[src/rtl/hazard_stall_ctrl.sv]
// Load-use / memory-stall controller beside the ID stage.
// Raises a configurable number of bubbles per load-use hazard, merges the
// data-cache busy stall into a pipeline-wide freeze, and counts stall cycles.
module hazard_stall_ctrl #(
  parameter int REG_AW     = 5,
  parameter int LU_BUBBLES = 1,
  parameter bit X0_EXEMPT  = 1'b1,
  parameter int CNT_W      = 16
) (
  input  logic              clk_i,
  input  logic              rst_i,
  input  logic              MemRead_i,
  input  logic [REG_AW-1:0] rd_i,
  input  logic [REG_AW-1:0] rs_1_i,
  input  logic [REG_AW-1:0] rs_2_i,
  input  logic              rs1_used_i,
  input  logic              rs2_used_i,
  input  logic              mem_stall_i,
  output logic              NoOp_o,
  output logic              Stall_o,
  output logic              PCWrite_o,
  output logic              Freeze_o,
  output logic [CNT_W-1:0]  stall_cnt_o
);

  // Bubble counter has 4 bits, so 1..15 bubbles are representable.
  generate
    if (LU_BUBBLES < 1 || LU_BUBBLES > 15) begin : g_bad_lu_bubbles
      $error("hazard_stall_ctrl: LU_BUBBLES must be in 1..15");
    end
  endgenerate

  // First hazard cycle is the first bubble; the hold state counts the rest down to 0.
  localparam logic [3:0] LU_RELOAD = (LU_BUBBLES > 1) ? 4'(LU_BUBBLES - 2) : 4'd0;

  typedef enum logic {
    IDLE,
    LU_HOLD
  } state_t;

  state_t     state;
  state_t     state_nxt;
  logic [3:0] bub_cnt;
  logic [3:0] bub_cnt_nxt;
  logic       rd_is_x0;
  logic       hazard;

  assign rd_is_x0 = X0_EXEMPT && (rd_i == '0);
  assign hazard   = MemRead_i && !rd_is_x0 &&
                    ((rs1_used_i && (rd_i == rs_1_i)) ||
                     (rs2_used_i && (rd_i == rs_2_i)));

  // State and bubble-count register.
  always_ff @(posedge clk_i or negedge rst_i) begin
    if (!rst_i) begin
      state   <= IDLE;
      bub_cnt <= '0;
    end else begin
      state   <= state_nxt;
      bub_cnt <= bub_cnt_nxt;
    end
  end

  // Next-state and prioritised outputs: reset, freeze, hold, hazard, run.
  always_comb begin
    state_nxt   = state;
    bub_cnt_nxt = bub_cnt;
    NoOp_o      = 1'b0;
    Stall_o     = 1'b0;
    PCWrite_o   = 1'b1;
    Freeze_o    = 1'b0;
    if (!rst_i) begin
      // Outputs stay at run values while reset is asserted.
    end else if (mem_stall_i) begin
      // Freeze keeps state/bub_cnt, so bubble total is unaffected by cache stalls.
      Freeze_o  = 1'b1;
      Stall_o   = 1'b1;
      PCWrite_o = 1'b0;
    end else begin
      case (state)
        LU_HOLD: begin
          NoOp_o    = 1'b1;
          Stall_o   = 1'b1;
          PCWrite_o = 1'b0;
          if (bub_cnt == '0) begin
            state_nxt = IDLE;
          end else begin
            bub_cnt_nxt = bub_cnt - 4'd1;
          end
        end
        default: begin
          if (hazard) begin
            NoOp_o    = 1'b1;
            Stall_o   = 1'b1;
            PCWrite_o = 1'b0;
            if (LU_BUBBLES > 1) begin
              state_nxt   = LU_HOLD;
              bub_cnt_nxt = LU_RELOAD;
            end
          end
        end
      endcase
    end
  end

  // Saturating count of cycles with Stall_o asserted.
  always_ff @(posedge clk_i or negedge rst_i) begin
    if (!rst_i) begin
      stall_cnt_o <= '0;
    end else if (Stall_o && (stall_cnt_o != '1)) begin
      stall_cnt_o <= stall_cnt_o + 1'b1;
    end
  end

endmodule

[config.mk]
export PLATFORM = sky130hd
export DESIGN_NAME = hazard_stall_ctrl
export DESIGN_NICKNAME = d
export VERILOG_FILES = /design/src/rtl/hazard_stall_ctrl.sv
export SDC_FILE = /design/constraint.sdc
export NUM_CORES = 1
export LEC_CHECK = 0
export CORE_MARGIN = 8
export CORE_UTILIZATION = 45
export DETAILED_ROUTE_END_ITERATION = 8
export PLACE_DENSITY = 0.87
export SYNTH_ARGS = -nofsm -noshare
export SYNTH_HDL_FRONTEND = slang
export SYNTH_SLANG_ARGS = --single-unit
export TNS_END_PERCENT = 30
[constraint.sdc]
create_clock -name clk_i -period 5.5 [get_ports clk_i]
set_clock_uncertainty 0.15 [all_clocks]
set_input_delay 1.1 -clock clk_i [delete_from_list [all_inputs] [get_ports clk_i]]
set_output_delay 1.1 -clock clk_i [all_outputs]
set_load 0.01 [all_outputs]
==> results of run 1 <==
[worst max-delay path, delay by kind of cell]
| kind | cells | cell delay (ps) |
|---|---|---|
| AOI/OAI and AO/OA | 2 | 620 |
| xor gates and xnor gates | 1 | 190 |
| buffers and inverters | 2 | 1080 |
| and+or+nand+nor | 1 | 260 |
[where the power goes]
| group | internal, mW | switching, mW | leakage, nW | total, mW |
|---|---|---|---|---|
| logic | 0.131 | 0.101 | 0.394 | 0.232 |
| clock network | 0.0283 | 0.0456 | 0.0150 | 0.0739 |
| registers | 0.204 | 0.0579 | 0.259 | 0.262 |
[path summary, 6_finish.rpt]
| path | end | slack, ps |
|---|---|---|
| worst max-delay path | Stall_o | 990 |
| worst min-delay path | bub_cnt[3]$_DFFE_PN0P_ | 340 |
| worst max register to register | stall_cnt_o[1]$_DFFE_PN0P_ | 3130 |
| worst min register to register | bub_cnt[3]$_DFFE_PN0P_ | 340 |
| max in group asynchronous | stall_cnt_o[12]$_DFFE_PN0P_ | 3680 |
| min in group asynchronous | stall_cnt_o[6]$_DFFE_PN0P_ | 980 |
[routing by layer]
layer | global-route usage | wire length (µm)
met3 | 0.0381 | 269
met1 | 0.131 | 1060
met2 | 0.239 | 1340
met4 | 0.0470 | 38
met5 | 0 | 0
[area by class of cell]
type	instances	share of cell area
Multi-Input combinational cell	86	0.378
Sequential cell	21	0.319
Timing Repair Buffer	41	0.248
Tap cell	30	0.0228
Clock buffer	4	0.0160
Inverter	7	0.0160
[sequential cells by signal, indices dropped and copies added (netlist names)]
signal       count
stall_cnt_o     16
bub_cnt          4
state            1
[metrics by stage]
stage           util  cells  setup WS [ps]  power (mW)
2_1_floorplan      -    115           2030       0.380
3_3_place_gp   0.654    185           1050       0.489
3_5_place_dp   0.654    185            980       0.500
4_1_cts        0.664    189            980       0.576
5_1_grt        0.664    189            874       0.609
6_report       0.664    189            992       0.568
[cells in the final DEF (no fill, tap or decap), types with 2 or more instances in the layout]
master	synthesis	routed
clkdlybuf4s50_1	0	40
dfrtp_1	21	21
xor2_1	16	16
xnor2_1	12	12
nor2_1	9	9
nand2_1	9	9
inv_1	7	7
nand4_1	7	7
nor3_2	4	4
nor4_1	3	3
and3_1	3	3
nand3_1	3	3
clkbuf_4	0	3
o21ai_0	2	2
a21oi_1	2	2
ha_1	2	2
[cell families (layout without fill, tap and decap cells)]
group | count (synthesis) | after routing | share of synthesized area
adders and majority gates | 2 | 2 | 0.0211
and+or+nand+nor | 45 | 45 | 0.214
muxes | 1 | 1 | 0.0127
buffers and inverters | 8 | 52 | 0.0317
xor gates and xnor gates | 28 | 28 | 0.207
AOI/OAI and AO/OA | 10 | 10 | 0.0697
DFF | 21 | 21 | 0.444
==> metrics.md, run 1 <==
| Metric | Value |
|---|---|
| Die H | between 60 and 70 µm |
| Syn nets | 138 |
| Vias | ~990 |
| Element type at the critical path end | primary output |
| Worst-Skew Late Latency | 300 ps |
| Seq. cell area | about 530 µm² |
| Sequential share of the synthesized area | 0.444 |
| Design area | 1650 µm² |
| R2R Path Start | stall_cnt_o[0]$_DFFE_PN0P_ |
| Max Cap Viol | 0 |
| Critical path class | in2out |
| Grt ovf | 0 |
| Post-synth EDFFs | 0 |
| Most instantiated cells after synthesis | dfrtp_1 (21), xor2_1 (16), xnor2_1 (12) |
| I/O pin total | 41 |
| Area Overhead vs Synth | 38.9% |
| RSZ-0062 raised after global routing | false |
| Hold Crit Start | bub_cnt[3]$_DFFE_PN0P_ |
| Pin count of the biggest net entering global routing | 14 |
| ANT cells | 0 |
| Fraction of layout cells with a size suffix above 1 | 0.0881 |
| Synthesized flop and latch total | 21 |
| Critical path fanouts, max | 8 |
| Hold WC Path Type | reg2reg |
| DP Wirelength | around 2300 µm |
| Max Slew Vio Count | 0 |
| Total Wirelength | 2700 µm |
| WL/cell | 14.3 µm |
| Yosys cell types | 29 |
| Setup Fix Bufs, Post-CTS | 0 |
| CTS Hold Buffers Added | 0 |
| Fillers | between 200 and 250 |
| Synth async-reset ratio | 1.00 |
| Maximum clock insertion buffer count | 2 |
| Synth warn | 0 |
| Clock-pin slew on the worst setup and hold paths | 110 ps |
| Final Hold Vio Count | 0 |
| CTS H-tree lvls | 1 |
| Delay of the slowest critical-path stage | just over 600 ps |
| CP most frequent cell | clkdlybuf4s50_1 |
| CTS sink cnt | 21 |
| Startpoint Class | input port |
| DRT Pass-1 Iters | 4 |
| Post-CTS sizing | 0 |
| Worst Tran Pin Value | about 730 ps |
| Post-route minimum period | between 4000 and 5000 ps |
| Multi-input logic area | around 620 µm² |
| Peak VDD IR | roughly 0.26 mV |
| Area leader, netlist | dfrtp_1 |
| Path depth of the worst reg2reg path | 6 |
| Ranking of synthesized cells by area | dfrtp_1 (44%), xor2_1 (12%), xnor2_1 (8.9%), nand4_1 (3.7%), nor3_2 (3.4%) |
| Area of the core | approximately 2500 µm² |
| DR DRC count | 0 |
| Post-layout nets | around 180 |
| Initial Utilization | 0.478 |
| Fmax | approximately 220 MHz |
| Critical path launch point | rd_i[3] |
| Cell area after synthesis | 1180 µm² |
| Count leader, synth | dfrtp_1 |
| Syn Area/Cell | 10.3 µm² |
| First-pass GRT wire length | 4610 µm |
| Arr. time, crit path | between 3000 and 4000 ps |
| Initial antenna violation count | 0 |
| Leakage dissipation | roughly 0.67 nW |
| Synth top area share | 0.444 |
| Top FF cell, synth | dfrtp_1 |
| Clock root cell | clkbuf_4 |
| # rows | 18 |
| Placed Area | around 1600 µm² |
| GP Congestion | about 0.81 |
| Total CTS buffers | 3 |
| Status | finished, final reports clean |
| Vias in the first global route | roughly 1.1k |
| CTS tree | yes |
| Horiz. Die Dim | around 67 µm |
| Syn Inst Count | between 100 and 150 |
| Relative slew slack | 0.511 |
| Die area | 4530 µm² |
| Final setup viols | 0 |
| # port buffers | 40 |
| CP max stage cell | clkdlybuf4s50_1 |
| Final hold slack | 339 ps |
| CP required | between 4000 and 5000 ps |
| DR iter-0 viols | 37 |
| ANT nets after route | 0 |
| Vias per Instance | between 5 and 6 |
| Total global-route track usage | 0.128 |
| Crit-path cells | clkdlybuf4s50_1, xor2_1, nor4_2, a32oi_1, o31ai_4, clkdlybuf4s50_1 |
| Sum Neg Setup Slack | 0 ps |
| Hold Crit Depth | 1 |
| Power density over the cells | between 300 and 400 nW/µm² |
| Post-route clock period utilization | 0.820 |
No activity file was read; power rests on OpenSTA's default activity.
==> run 2, diff against run 1 <==
--- a/config.mk
+++ b/config.mk
@@ -6,9 +6,9 @@
 export NUM_CORES = 1
 export LEC_CHECK = 0
 export CORE_MARGIN = 8
-export CORE_UTILIZATION = 45
+export CORE_UTILIZATION = 44
 export DETAILED_ROUTE_END_ITERATION = 8
-export PLACE_DENSITY = 0.87
+export PLACE_DENSITY = 0.85
 export SYNTH_ARGS = -nofsm -noshare
 export SYNTH_HDL_FRONTEND = slang
 export SYNTH_SLANG_ARGS = --single-unit
==> constraint.sdc (replaced) <==
create_clock -name clk_i -period 4.3 [get_ports clk_i]
set_clock_uncertainty 0.15 [all_clocks]
set_input_delay 0.86 -clock clk_i [delete_from_list [all_inputs] [get_ports clk_i]]
set_output_delay 0.86 -clock clk_i [all_outputs]
set_load 0.01 [all_outputs]
==> metrics.md, run 2 (synthesis gave the netlist of run 1 again) <==
| Metric | Value |
|---|---|
| DR DRC count | 0 |
| Highest-count cells in the layout ignoring fill and taps | clkdlybuf4s50_1 (40), dfrtp_1 (21), xor2_1 (16) |
| CP required | about 3300 ps |
| R2R Path Start | stall_cnt_o[0]$_DFFE_PN0P_ |
| Grt ovf | 0 |
| Setup Fix Bufs, Post-CTS | 0 |
| Fraction of layout cells with a size suffix above 1 | 0.0938 |
| Vias per Instance | 5.15 |
| Peak VDD IR | between 0.3 and 0.4 mV |
| I/O pin total | between 40 and 50 |
| RSZ-0062 raised after global routing | false |
| First-pass GRT wire length | 4800 µm |
| Fillers | between 200 and 250 |
| Power density over the cells | about 440 nW/µm² |
| Die H | roughly 68 µm |
| Initial antenna violation count | 0 |
| Critical path fanouts, max | 3 |
| DRT Pass-1 Iters | 4 |
| Initial Utilization | 0.445 |
| Die area | 4610 µm² |
| Pin count of the biggest net entering global routing | 20 |
| Hold Crit Start | bub_cnt[3]$_DFFE_PN0P_ |
| Buffers and inverters on the worst path | 2 |
| Max Cap Viol | 0 |
| Total Power | roughly 0.73 mW |
| Max Slew Vio Count | 0 |
| Clock-pin slew on the worst setup and hold paths | between 100 and 150 ps |
| Final hold slack | around 350 ps |
| CP most frequent cell | clkdlybuf4s50_1 |
| Largest registers | stall_cnt_o: 16 flops, bub_cnt: 4 flops, state: 1 flops |
| Placed Cells | 187 |
| Layout Cells excl Fill | roughly 190 |
| # port buffers | 40 |
| Maximum clock insertion buffer count | 2 |
| Delay of the slowest critical-path stage | 580 ps |
| Arr. time, crit path | slightly below 3000 ps |
| Area of the core | around 2700 µm² |
| Relative slew slack | 0.460 |
| Post-CTS sizing | 0 |
| # rows | 19 |
| Worst Tran Pin Value | about 800 ps |
| Vias | 984 |
| Hold Crit Depth | 1 |
| Crit-path leading delay family | buffers and inverters |
| Status | finished, final reports clean |
| Worst-Skew Late Latency | about 300 ps |
| CP max stage cell | clkdlybuf4s50_1 |
| Worst Hold Endpoint | bub_cnt[3]$_DFFE_PN0P_ |
| Area Overhead vs Synth | 39.6% |
| GP Congestion | between 0.7 and 0.8 |
| Total global-route track usage | 0.136 |
| Post-route clock period utilization | 0.913 |
| Most common cell after layout, fill and taps aside | clkdlybuf4s50_1 |
| Path depth of the worst reg2reg path | 6 |
| ANT cells | 0 |
| CTS H-tree lvls | 1 |
| Critical path class | in2out |
| Hold WC Path Type | reg2reg |
| Max reg flops | 16 |
| Final Hold Vio Count | 0 |
| Sum Neg Setup Slack | 0 ps |
| Post-route minimum period | 3930 ps |
| CTS Hold Buffers Added | 0 |
| Element type at the critical path end | primary output |
| Horiz. Die Dim | 67.9 µm |
| ANT nets after route | 0 |
| DP Wirelength | roughly 2300 µm |
| Leakage dissipation | 0.673 nW |
| Clock root cell | clkbuf_4 |
| Startpoint Class | input port |
| Vias in the first global route | between 1k and 1.5k |
| Fmax | ~250 MHz |
| Post-layout nets | 184 |
| Total Wirelength | a little under 3000 µm |
| Crit-path cells | clkdlybuf4s50_1, xor2_1, nor4_2, a32oi_1, o31ai_4, clkdlybuf4s50_1 |
| R2r endpoint | stall_cnt_o[1]$_DFFE_PN0P_ |
| Total CTS buffers | 3 |
| WL/cell | 15.1 µm |
| DR iter-0 viols | 36 |
| Final setup viols | 0 |
| Reg2Reg Setup Slack | ~1900 ps |
| CTS sink cnt | 21 |
| Post-Route Utilization | 0.621 |
| CTS tree | yes |
| Biggest register | stall_cnt_o |
-- run 2: changes by cell type in the layout (fill, tap and decap cells not counted) --
cell,previous run,this run
buf_4,1,2
-- run 2: cell type report --
cell class / instances / area [µm²] / area share
multi-input combinational: 86 / 622 / 0.376
sequential: 21 / 526 / 0.318
timing repair buffer: 42 / 415 / 0.251
tap: 31 / 38.8 / 0.0234
clock buffer: 4 / 26.3 / 0.0159
inverter: 7 / 26.3 / 0.0159
-- run 2: worst max path at each step --
stage | start | to | slack, ps | depth (start not counted)
after floorplan | rd_i[3] | PCWrite_o | 1310 | 5
after global placement | rd_i[1] | NoOp_o | 430 | 6
after detailed placement | rd_i[3] | Stall_o | 380 | 6
after CTS | rd_i[3] | Stall_o | 370 | 6
after global routing | rd_i[3] | NoOp_o | 160 | 7
final | rd_i[3] | Stall_o | 370 | 6
-- run 2: metrics by stage --
stage / instance area [µm²] / worst slack (ps)
2_1_floorplan: 1180 / 1310
3_3_place_gp: 1630 / 431
3_5_place_dp: 1630 / 377
4_1_cts: 1650 / 374
5_1_grt: 1650 / 164
6_report: 1650 / 374
-- run 2: power breakdown --
part | switching, mW | internal [mW]
sequential | 0.0725 | 0.261
combinational | 0.135 | 0.169
clock | 0.0584 | 0.0362
-- run 2: metal layers --
metal,wire length (µm),global-route usage,part of all wire
met1,1180,0.148,0.41
met2,1460,0.241,0.51
met3,199,0.0360,0.069
met4,45,0.0614,0.016
met5,0,0,0
==> run 3, diff against run 2 <==
--- a/config.mk
+++ b/config.mk
@@ -9,6 +9,7 @@
 export CORE_UTILIZATION = 44
 export DETAILED_ROUTE_END_ITERATION = 8
 export PLACE_DENSITY = 0.85
+export SKIP_CTS_REPAIR_TIMING = 1
 export SYNTH_ARGS = -nofsm -noshare
 export SYNTH_HDL_FRONTEND = slang
 export SYNTH_SLANG_ARGS = --single-unit
==> results of run 3 <==
Same layout as run 2: the final DEF is identical, and so are final timing and power.
